**config.mk**
```make
export PLATFORM = sky130hd
export DESIGN_NAME = stopwatch_ctrl
export DESIGN_NICKNAME = d
export VERILOG_FILES = /design/src/rtl/stopwatch_ctrl_pkg.sv /design/src/rtl/stopwatch_ctrl_debounce.sv /design/src/rtl/stopwatch_ctrl.sv
export SDC_FILE = /design/constraint.sdc
export NUM_CORES = 1
export LEC_CHECK = 0
export ABC_AREA = 1
export CORE_ASPECT_RATIO = 0.5
export CORE_UTILIZATION = 34
export CTS_CLUSTER_DIAMETER = 120
export DETAILED_ROUTE_END_ITERATION = 7
export GPL_TIMING_DRIVEN = 0
export SLEW_MARGIN = 10
export SYNTH_ARGS = -nofsm -noshare
export SYNTH_HDL_FRONTEND = slang
export SYNTH_SLANG_ARGS = --single-unit
```
**constraint.sdc**
```tcl
create_clock -name clk -period 3.5 [get_ports clk]
set_input_delay 0.7 -clock clk [delete_from_list [all_inputs] [get_ports clk]]
set_output_delay 0.7 -clock clk [all_outputs]
set_load 0.03 [all_outputs]
```
**src/rtl/stopwatch_ctrl_pkg.sv**
```systemverilog
// Shared definitions for the stopwatch control slice: FSM state encoding,
// BCD saturation value and default timing for the 100 MHz board.
package stopwatch_ctrl_pkg;

    typedef enum logic [1:0] {
        ST_IDLE  = 2'd0,
        ST_RUN   = 2'd1,
        ST_PAUSE = 2'd2,
        ST_DONE  = 2'd3
    } sw_state_e;

    localparam logic [15:0] BCD_MAX       = 16'h5959;
    localparam int unsigned TICK_DIV_DEF  = 100_000_000;
    localparam int unsigned DB_CYCLES_DEF = 1_000_000;

endpackage

```
**src/rtl/stopwatch_ctrl_debounce.sv**
```systemverilog
// Pushbutton conditioner: 2-flop synchroniser, stability counter and a
// one-cycle registered pulse on each rising edge of the debounced level.
module btn_debounce
    import stopwatch_ctrl_pkg::*;
#(
    parameter int unsigned DB_CYCLES = DB_CYCLES_DEF
) (
    input  logic clk,
    input  logic rst,
    input  logic btn_in,
    output logic press
);

    localparam int unsigned CW = $clog2(DB_CYCLES + 1);
    localparam logic [CW-1:0] DB_LAST = CW'(DB_CYCLES);

    logic          sync1_q, sync1_d;
    logic          sync2_q, sync2_d;
    logic          db_q, db_d;
    logic          db_prev_q, db_prev_d;
    logic          press_q, press_d;
    logic [CW-1:0] cnt_q, cnt_d;
    logic [CW-1:0] cnt_inc;

    always_comb begin
        sync1_d   = btn_in;
        sync2_d   = sync1_q;
        db_d      = db_q;
        cnt_d     = '0;
        cnt_inc   = cnt_q + CW'(1);
        // Counter only runs while the synchronised level disagrees with the
        // accepted level, so any bounce back restarts the stability window.
        if (sync2_q != db_q) begin
            if (cnt_inc == DB_LAST) begin
                db_d = ~db_q;
            end else begin
                cnt_d = cnt_inc;
            end
        end
        db_prev_d = db_q;
        press_d   = db_q & ~db_prev_q;
    end

    always_ff @(posedge clk or posedge rst) begin
        if (rst) begin
            sync1_q   <= 1'b0;
            sync2_q   <= 1'b0;
            db_q      <= 1'b0;
            db_prev_q <= 1'b0;
            press_q   <= 1'b0;
            cnt_q     <= '0;
        end else begin
            sync1_q   <= sync1_d;
            sync2_q   <= sync2_d;
            db_q      <= db_d;
            db_prev_q <= db_prev_d;
            press_q   <= press_d;
            cnt_q     <= cnt_d;
        end
    end

    assign press = press_q;

endmodule

```
**src/rtl/stopwatch_ctrl.sv**
```systemverilog
// Stopwatch control: debounced start/stop and clear buttons drive an
// idle/run/pause/done FSM that issues the 1 Hz count strobe and clear pulse.
module stopwatch_ctrl
    import stopwatch_ctrl_pkg::*;
#(
    parameter int unsigned TICK_DIV  = TICK_DIV_DEF,
    parameter int unsigned DB_CYCLES = DB_CYCLES_DEF,
    parameter bit          WRAP_EN   = 1'b1
) (
    input  logic        clk,
    input  logic        rst,
    input  logic        btn_ss,
    input  logic        btn_clr,
    input  logic [15:0] cntr_in,
    output logic        time_en,
    output logic        cnt_clr,
    output logic        running,
    output logic        done,
    output logic [1:0]  state
);

    localparam int unsigned PW = $clog2(TICK_DIV);
    localparam logic [PW-1:0] PRESC_LAST = PW'(TICK_DIV - 1);

    logic          ss_press;
    logic          clr_press;
    sw_state_e     state_q, state_d;
    logic [PW-1:0] presc_q, presc_d;
    logic          time_en_q, time_en_d;
    logic          cnt_clr_q, cnt_clr_d;
    logic          running_q, running_d;
    logic          done_q, done_d;
    logic          tick_due;
    logic          saturate;

    btn_debounce #(.DB_CYCLES(DB_CYCLES)) u_db_ss (
        .clk    (clk),
        .rst    (rst),
        .btn_in (btn_ss),
        .press  (ss_press)
    );

    btn_debounce #(.DB_CYCLES(DB_CYCLES)) u_db_clr (
        .clk    (clk),
        .rst    (rst),
        .btn_in (btn_clr),
        .press  (clr_press)
    );

    always_comb begin
        state_d   = state_q;
        presc_d   = presc_q;
        time_en_d = 1'b0;
        cnt_clr_d = 1'b0;
        tick_due  = (state_q == ST_RUN) && (presc_q == PRESC_LAST);
        saturate  = !WRAP_EN && (cntr_in == BCD_MAX);
        if (clr_press) begin
            state_d   = ST_IDLE;
            presc_d   = '0;
            cnt_clr_d = 1'b1;
        end else begin
            case (state_q)
                ST_IDLE: begin
                    if (ss_press) begin
                        state_d = ST_RUN;
                        presc_d = '0;
                    end
                end
                ST_RUN: begin
                    if (tick_due) begin
                        presc_d = '0;
                        if (saturate) begin
                            state_d = ST_DONE;
                        end else begin
                            time_en_d = 1'b1;
                        end
                    end else begin
                        presc_d = presc_q + PW'(1);
                    end
                    // A tick coinciding with a pause is still delivered;
                    // saturation wins over pause.
                    if (ss_press && !(tick_due && saturate)) begin
                        state_d = ST_PAUSE;
                    end
                end
                ST_PAUSE: begin
                    if (ss_press) begin
                        state_d = ST_RUN;
                    end
                end
                default: ;
            endcase
        end
        running_d = (state_d == ST_RUN);
        done_d    = (state_d == ST_DONE);
    end

    always_ff @(posedge clk or posedge rst) begin
        if (rst) begin
            state_q   <= ST_IDLE;
            presc_q   <= '0;
            time_en_q <= 1'b0;
            cnt_clr_q <= 1'b0;
            running_q <= 1'b0;
            done_q    <= 1'b0;
        end else begin
            state_q   <= state_d;
            presc_q   <= presc_d;
            time_en_q <= time_en_d;
            cnt_clr_q <= cnt_clr_d;
            running_q <= running_d;
            done_q    <= done_d;
        end
    end

    assign time_en = time_en_q;
    assign cnt_clr = cnt_clr_q;
    assign running = running_q;
    assign done    = done_q;
    assign state   = state_q;

endmodule

```
Word-level counts from Yosys, hierarchy flattened
Index checks and enable logic that the tools add are counted.
{"block": "classes", "addsub": 3, "n_eq_ne": 10, "muxes": 16, "bitwise": 6, "n_reduce_logical": 7}
{"cell": "two-way mux 27 bit", "count": 3}
{"cell": "two-way mux 20 bit", "count": 4}
{"cell": "case mux 27 bit (2 select lines)", "count": 1}
{"cell": "adder 20 x 1 -> 20 bit (second input constant)", "count": 2}
{"cell": "equality test 20 bit (second input constant)", "count": 2}
{"cell": "adder 27 x 1 -> 27 bit (second input constant)", "count": 1}
{"cell": "equality test 27 bit (second input constant)", "count": 1}
{"cell": "two-way mux 2 bit", "count": 3}
{"cell": "AND reduction 2 bit", "count": 3}
{"cell": "equality test 2 x 1 -> 1 bit (second input constant)", "count": 2}
{"cell": "equality test 2 bit (second input constant)", "count": 2}
{"cell": "two-way mux 1 bit", "count": 4}
{"cell": "NOT 1 bit", "count": 4}
{"cell": "case mux 2 bit (2 select lines)", "count": 1}
{"cell": "inequality test 3 x 1 -> 1 bit (second input constant)", "count": 1}
{"cell": "nonzero test 3 bit", "count": 1}
{"cell": "bitwise AND 1 bit", "count": 2}
{"cell": "logical NOT 2 bit", "count": 1}
{"cell": "inequality test 1 bit", "count": 2}
{"cell": "OR reduction 2 bit", "count": 1}
{"cell": "logical AND 1 bit", "count": 1}
{"block": "totals", "reg_bits": 83, "inputBits": 20, "out_inout_bits": 6, "word_cells": 60}

Longest topological paths before layout
{"block": "depth", "word_depth": 5, "depth_mapped": 14, "ltp_nobuf": 14}

By module
From an unflattened synthesis, not the netlist that was laid out.
{"block": "unflattened", "hier_cells": 662, "hier_area_um2": 4803.4}
{"module": "btn_debounce", "n_inst": 2, "cells_per_inst": 192, "area_per_inst_um2": 1392.6, "seq_area_each_um2": 625.6}
{"module": "stopwatch_ctrl", "n_inst": 1, "cells_per_inst": 278, "area_per_inst_um2": 2018.2, "seq_area_each_um2": 825.8}

Least setup slack after synthesis
No wires, ideal clock.
{"block": "synth_path", "path_kind": "reg-to-reg", "start": "register u_db_ss.cnt_q[0]", "end": "register u_db_ss.cnt_q[16]", "setup_ps": 123, "arrival_time_ps": 1622, "required_time_ps": 3377, "path_slack_ps": 1755, "stages_incl_launch_ff": 15, "path_buffers": 0, "period_less_slack_ps": 1745, "cell_sequence": "dfrtp_1 ha_1 nand2_1 nor2_2 nand2_2 nand2_1 nand2_1 inv_1 nand2_1 nor2_1 nand2_1 nor2_1 nand3_2 nand2_4 nor2_1"}
{"block": "synth_via", "elab_chain_len": 4}
{"element": "from (decl)", "line_no": "stopwatch_ctrl_debounce.sv:22", "text": "logic [CW-1:0] cnt_q, cnt_d;"}
{"element": "from (signal assigned)", "line_no": "stopwatch_ctrl_debounce.sv:58", "text": "cnt_q <= cnt_d;"}
{"element": "adder 20 x 1 -> 20 bit (*)", "line_no": "stopwatch_ctrl_debounce.sv:30", "text": "cnt_inc = cnt_q + CW'(1);"}
{"element": "equality test 20 bit", "line_no": "stopwatch_ctrl_debounce.sv:34", "text": "if (cnt_inc == DB_LAST) begin"}
{"element": "two-way mux 20 bit (*)", "line_no": "stopwatch_ctrl_debounce.sv:34"}
{"element": "two-way mux 20 bit (*)", "line_no": "stopwatch_ctrl_debounce.sv:33", "text": "if (sync2_q != db_q) begin"}
{"element": "via u_db_ss.cnt_d[16]", "line_no": "stopwatch_ctrl_debounce.sv:22"}
The timed path passes the listed nets; every way through them passes the cells marked *.
A chain may end at the register's enable or synchronous reset.

Final worst setup path
{"block": "layout_path", "start": "register state_q[1], in the netlist state[1]", "end": "output port state[1]"}
{"element": "from (decl)", "line_no": "stopwatch_ctrl.sv:27", "text": "sw_state_e state_q, state_d;"}
{"element": "from (signal assigned)", "line_no": "stopwatch_ctrl.sv:107", "text": "state_q <= state_d;"}
{"element": "to (decl)", "line_no": "stopwatch_ctrl.sv:19", "text": "output logic [1:0] state"}
No word-level cell between the ends.

==> metrics.md <==
| Metric | Value |
|---|---|
| Core Footprint | 13100 µm² |
| Required @ worst endpoint | 2.80 ns |
| Crit path max fanout | 4 |
| Clock power frac | 46.2% |
| H-tree Lvls | 3 |
| CTS Buf Count | 9 |
| Asr flop ratio synth | 100% |
| Sequential share of the synthesized area | 44.1% |
| Slew headroom | 62.0% |
| # rows | 29 |
| Sequential Area | 2080 µm² |
| Gate Count Post-Synth | 663 |
| Number of iterations in the first detailed-routing pass | 5 |
| Post-route cell area | 5340 µm² |
| Synth-to-Final Area Change | 13.3% |
| Number of synthesized register bits | 83 |
| Area of the multi-input gates | 2260 µm² |
| CTS max path bufs | 2 |
| Largest net degree at the start of global routing | 47 |
| Finished Layout Cells | 875 |
| P_sw | 411 µW |
| Iteration-0 DRC Markers | 209 |
| Tot GR Track Use | 15.6% |
| Antenna violations before repair | 0 |
| Layout Skew | 0.00507 ns |
| Global-route wire length before repair | 17900 µm |
| Total gr overflow | 0 |
| Cell Area, Placed | 5060 µm² |
| Tot Pwr | 1.91 mW |
| Crit path max-delay cell type | clkdlybuf4s50_1 |
| Pwr/cell area | 358 nW/µm² |
| Power Internal | 1.50 mW |
| Final hold viol count | 0 |
| Post-CTS setup repair buffer count | 0 |
| Run status | finished clean |
| Die W | 168 µm |
| Layout cell share with drive strength beyond 1 | 6.97% |
| Worst slew pin tran | 0.571 ns |
| Unrepaired setup endpoints after global routing | no |
| CTS Hold Buffers Added | 0 |
| Mapped Area | 4710 µm² |
| Fin crit share | 60.3% |
| Sequential power share | 51.1% |
| HP Class | reg2reg |
| Final-report setup violation count | 0 |
| Sw frac | 21.5% |
| Buf+Inv Stages, Crit Path | 1 |
| Nets | 709 |
| ANT nets after route | 0 |
| Synthesis Warnings | 0 |
| Combinational power share | 2.7% |
| Slew Limit Fails | 0 |
| Gpl congestion | 0.878 |
| Worst Setup End Kind | output pin |
| Max-cap viol count | 0 |
| DRT Wirelength | 9980 µm |
| # IOs | 26 |
| Post-cts resize count | 0 |
| Placed Cells | 859 |
| Syn avg cell area | 7.11 µm² |
| Netlist cell types | 31 |
| Crit-path leading delay family | buffers and inverters |
| Critical Path Max Stage Delay | 0.69 ns |
| N_diodes | 0 |
| Leak pwr | 2.37 nW |
| DR WL/cell | 11.4 µm |
| IO Port Bufs | 9 |
| Worst VDD drop | 0.174 mV |
| Clock Pin Slew Worst Setup and Hold Paths | 0.06 ns |
| Initial Util | 36.0% |
| Crit path DAT | 1.41 ns |
| Critical path launch point type | flop |
| EDFF count, synth | 0 |
| Detailed-route via count | 4062 |
| Final hold slack | 0.356 ns |
| Height of the die | 85.2 µm |
| DP HPWL | 7480 µm |
| Clk sinks | 83 |
| Worst-path cell chain | clkdlybuf4s50_1 |
| CTS root buffer | clkbuf_16 |
| Fill cell count | 1353 |
| Kind of critical path | reg2out |
| Vias in the first global route | 3916 |
| Clk_lat worst skew | 0.34 ns |
| Period minus WS final | 2.11 ns |
| # DRC | 0 |
| CTS tree | built |
| Mapped Nets | 688 |
| Via density | 4.64 |
| Die area | 14400 µm² |
| Fmax | 474 MHz |
| Main synth FF type | dfrtp_1 |
worst register-to-register path, stage by stage (launching register included):
cell     delay (ns)
dfrtp_1        0.39
ha_1           0.21
nand2_1        0.07
nor2_1         0.22
nand3_1        0.11
inv_1          0.10
nand3_1        0.15
nand2_1        0.11
nand2_1        0.16
inv_1          0.12
buf_2          0.22
nor2_1         0.08
logic make-up after synthesis:
kind of cell | count (synthesis) | share of synthesized area (%)
compound gates | 52 | 5.97
xor+xnor | 10 | 1.86
fa+ha+maj | 5 | 1.33
buf+inv | 99 | 7.94
flops | 83 | 44.1
simple gates | 414 | 38.8
state kept, by name (all words and copies together), names as in the netlist, 2 cells and up:
register and cells:
u_db_clr.cnt_q 20, presc_q 27, state 2, u_db_ss.cnt_q 20
routing by layer:
metal | up-vias | share of wire [%] | track usage (%)
met5 | - | 0 | 0
met4 | 0 | 1.8 | 5.95
met2 | 46 | 46 | 26.6
met1 | 1866 | 49 | 19.4
met3 | 15 | 2.6 | 3.40
li1 | 2135 | - | -
power groups by stage:
stage / Clock, mW / Combinational (mW) / Sequential, mW
floorplan: 0 / 0.0345 / 0.992
global placement: 0 / 0.0499 / 0.993
detailed placement: 0 / 0.0557 / 0.994
CTS: 0.911 / 0.0556 / 0.976
global route: 0.948 / 0.0608 / 0.977
finish: 0.883 / 0.0521 / 0.976
area by class of cell:
cell class | instances | area share, %
Tap cell | 186 | 4.36
Buffer | 6 | 0.469
Clock inverter | 2 | 0.187
Clock buffer | 14 | 4.94
Sequential cell | 83 | 38.9
Multi-Input combinational cell | 481 | 42.3
Inverter | 93 | 6.59
Timing Repair Buffer | 10 | 2.20
cell usage after synthesis, types with 2 or more instances:
cell	number	area, µm²
o21ai_0	21	105
nor2_2	17	106
nand2_2	4	25.0
ha_1	5	62.6
nand2_4	2	22.5
nor3_1	16	80.1
nand4_1	16	100
nor2_1	118	443
nor2_4	4	45.0
nand3b_1	4	30.0
buf_2	2	10.0
xnor2_1	5	43.8
o21bai_1	4	30.0
nand3_1	54	270
nor3b_1	2	15.0
clkbuf_1	4	15.0
nand2_1	172	646
xor2_1	5	43.8
inv_1	93	349
dfrtp_1	83	2080
a21oi_1	22	110
cell usage in the layout, fill, tap and decap left out:
cell type,netlist,final
a21oi_1,22,22
a31oi_1,1,1
a41oi_1,1,1
and2_1,1,1
buf_16,0,1
buf_2,2,2
clkbuf_1,4,7
clkbuf_16,0,9
clkbuf_8,0,2
clkdlybuf4s50_1,0,9
clkinv_2,0,2
dfrtp_1,83,83
ha_1,5,5
inv_1,93,92
inv_4,0,1
nand2_1,172,172
nand2_2,4,4
nand2_4,2,2
nand3_1,54,54
nand3_2,1,1
nand3_4,1,1
nand3b_1,4,4
nand4_1,16,16
nor2_1,118,118
nor2_2,17,17
nor2_4,4,4
nor3_1,16,16
nor3b_1,2,2
nor4_1,1,1
o211ai_1,1,1
o21ai_0,21,21
o21ai_1,1,1
o21ai_2,1,1
o21bai_1,4,4
or2_2,1,1
xnor2_1,5,5
xor2_1,5,5
metrics by stage:
| stage | setup TNS [ns] | setup WS [ns] | utilization [%] |
|---|---|---|---|
| detailed placement | 0 | 1.43 | 38.7 |
| finish | 0 | 1.39 | 40.8 |
| global placement | -63.42 | -0.767 | 38.4 |
| CTS | 0 | 1.38 | 40.8 |
| global route | 0 | 1.11 | 40.8 |
| floorplan | 0 | 0.663 | - |
path summary, 6_finish.rpt:
path,from,endpoint,slack [ns],cells after the start
setup / recovery,state[1],state[1],1.39,1
hold / removal,u_db_ss.sync1_q,u_db_ss.sync2_q,0.36,0
setup reg to reg,presc_q[0],presc_q[26],1.45,11
hold reg to reg,u_db_ss.sync1_q,u_db_ss.sync2_q,0.36,0
max in group asynchronous,rst,u_db_clr.cnt_q[9],2.16,3
min in group asynchronous,rst,u_db_clr.cnt_q[19],0.75,2
(Power assumes the default switching activity.)
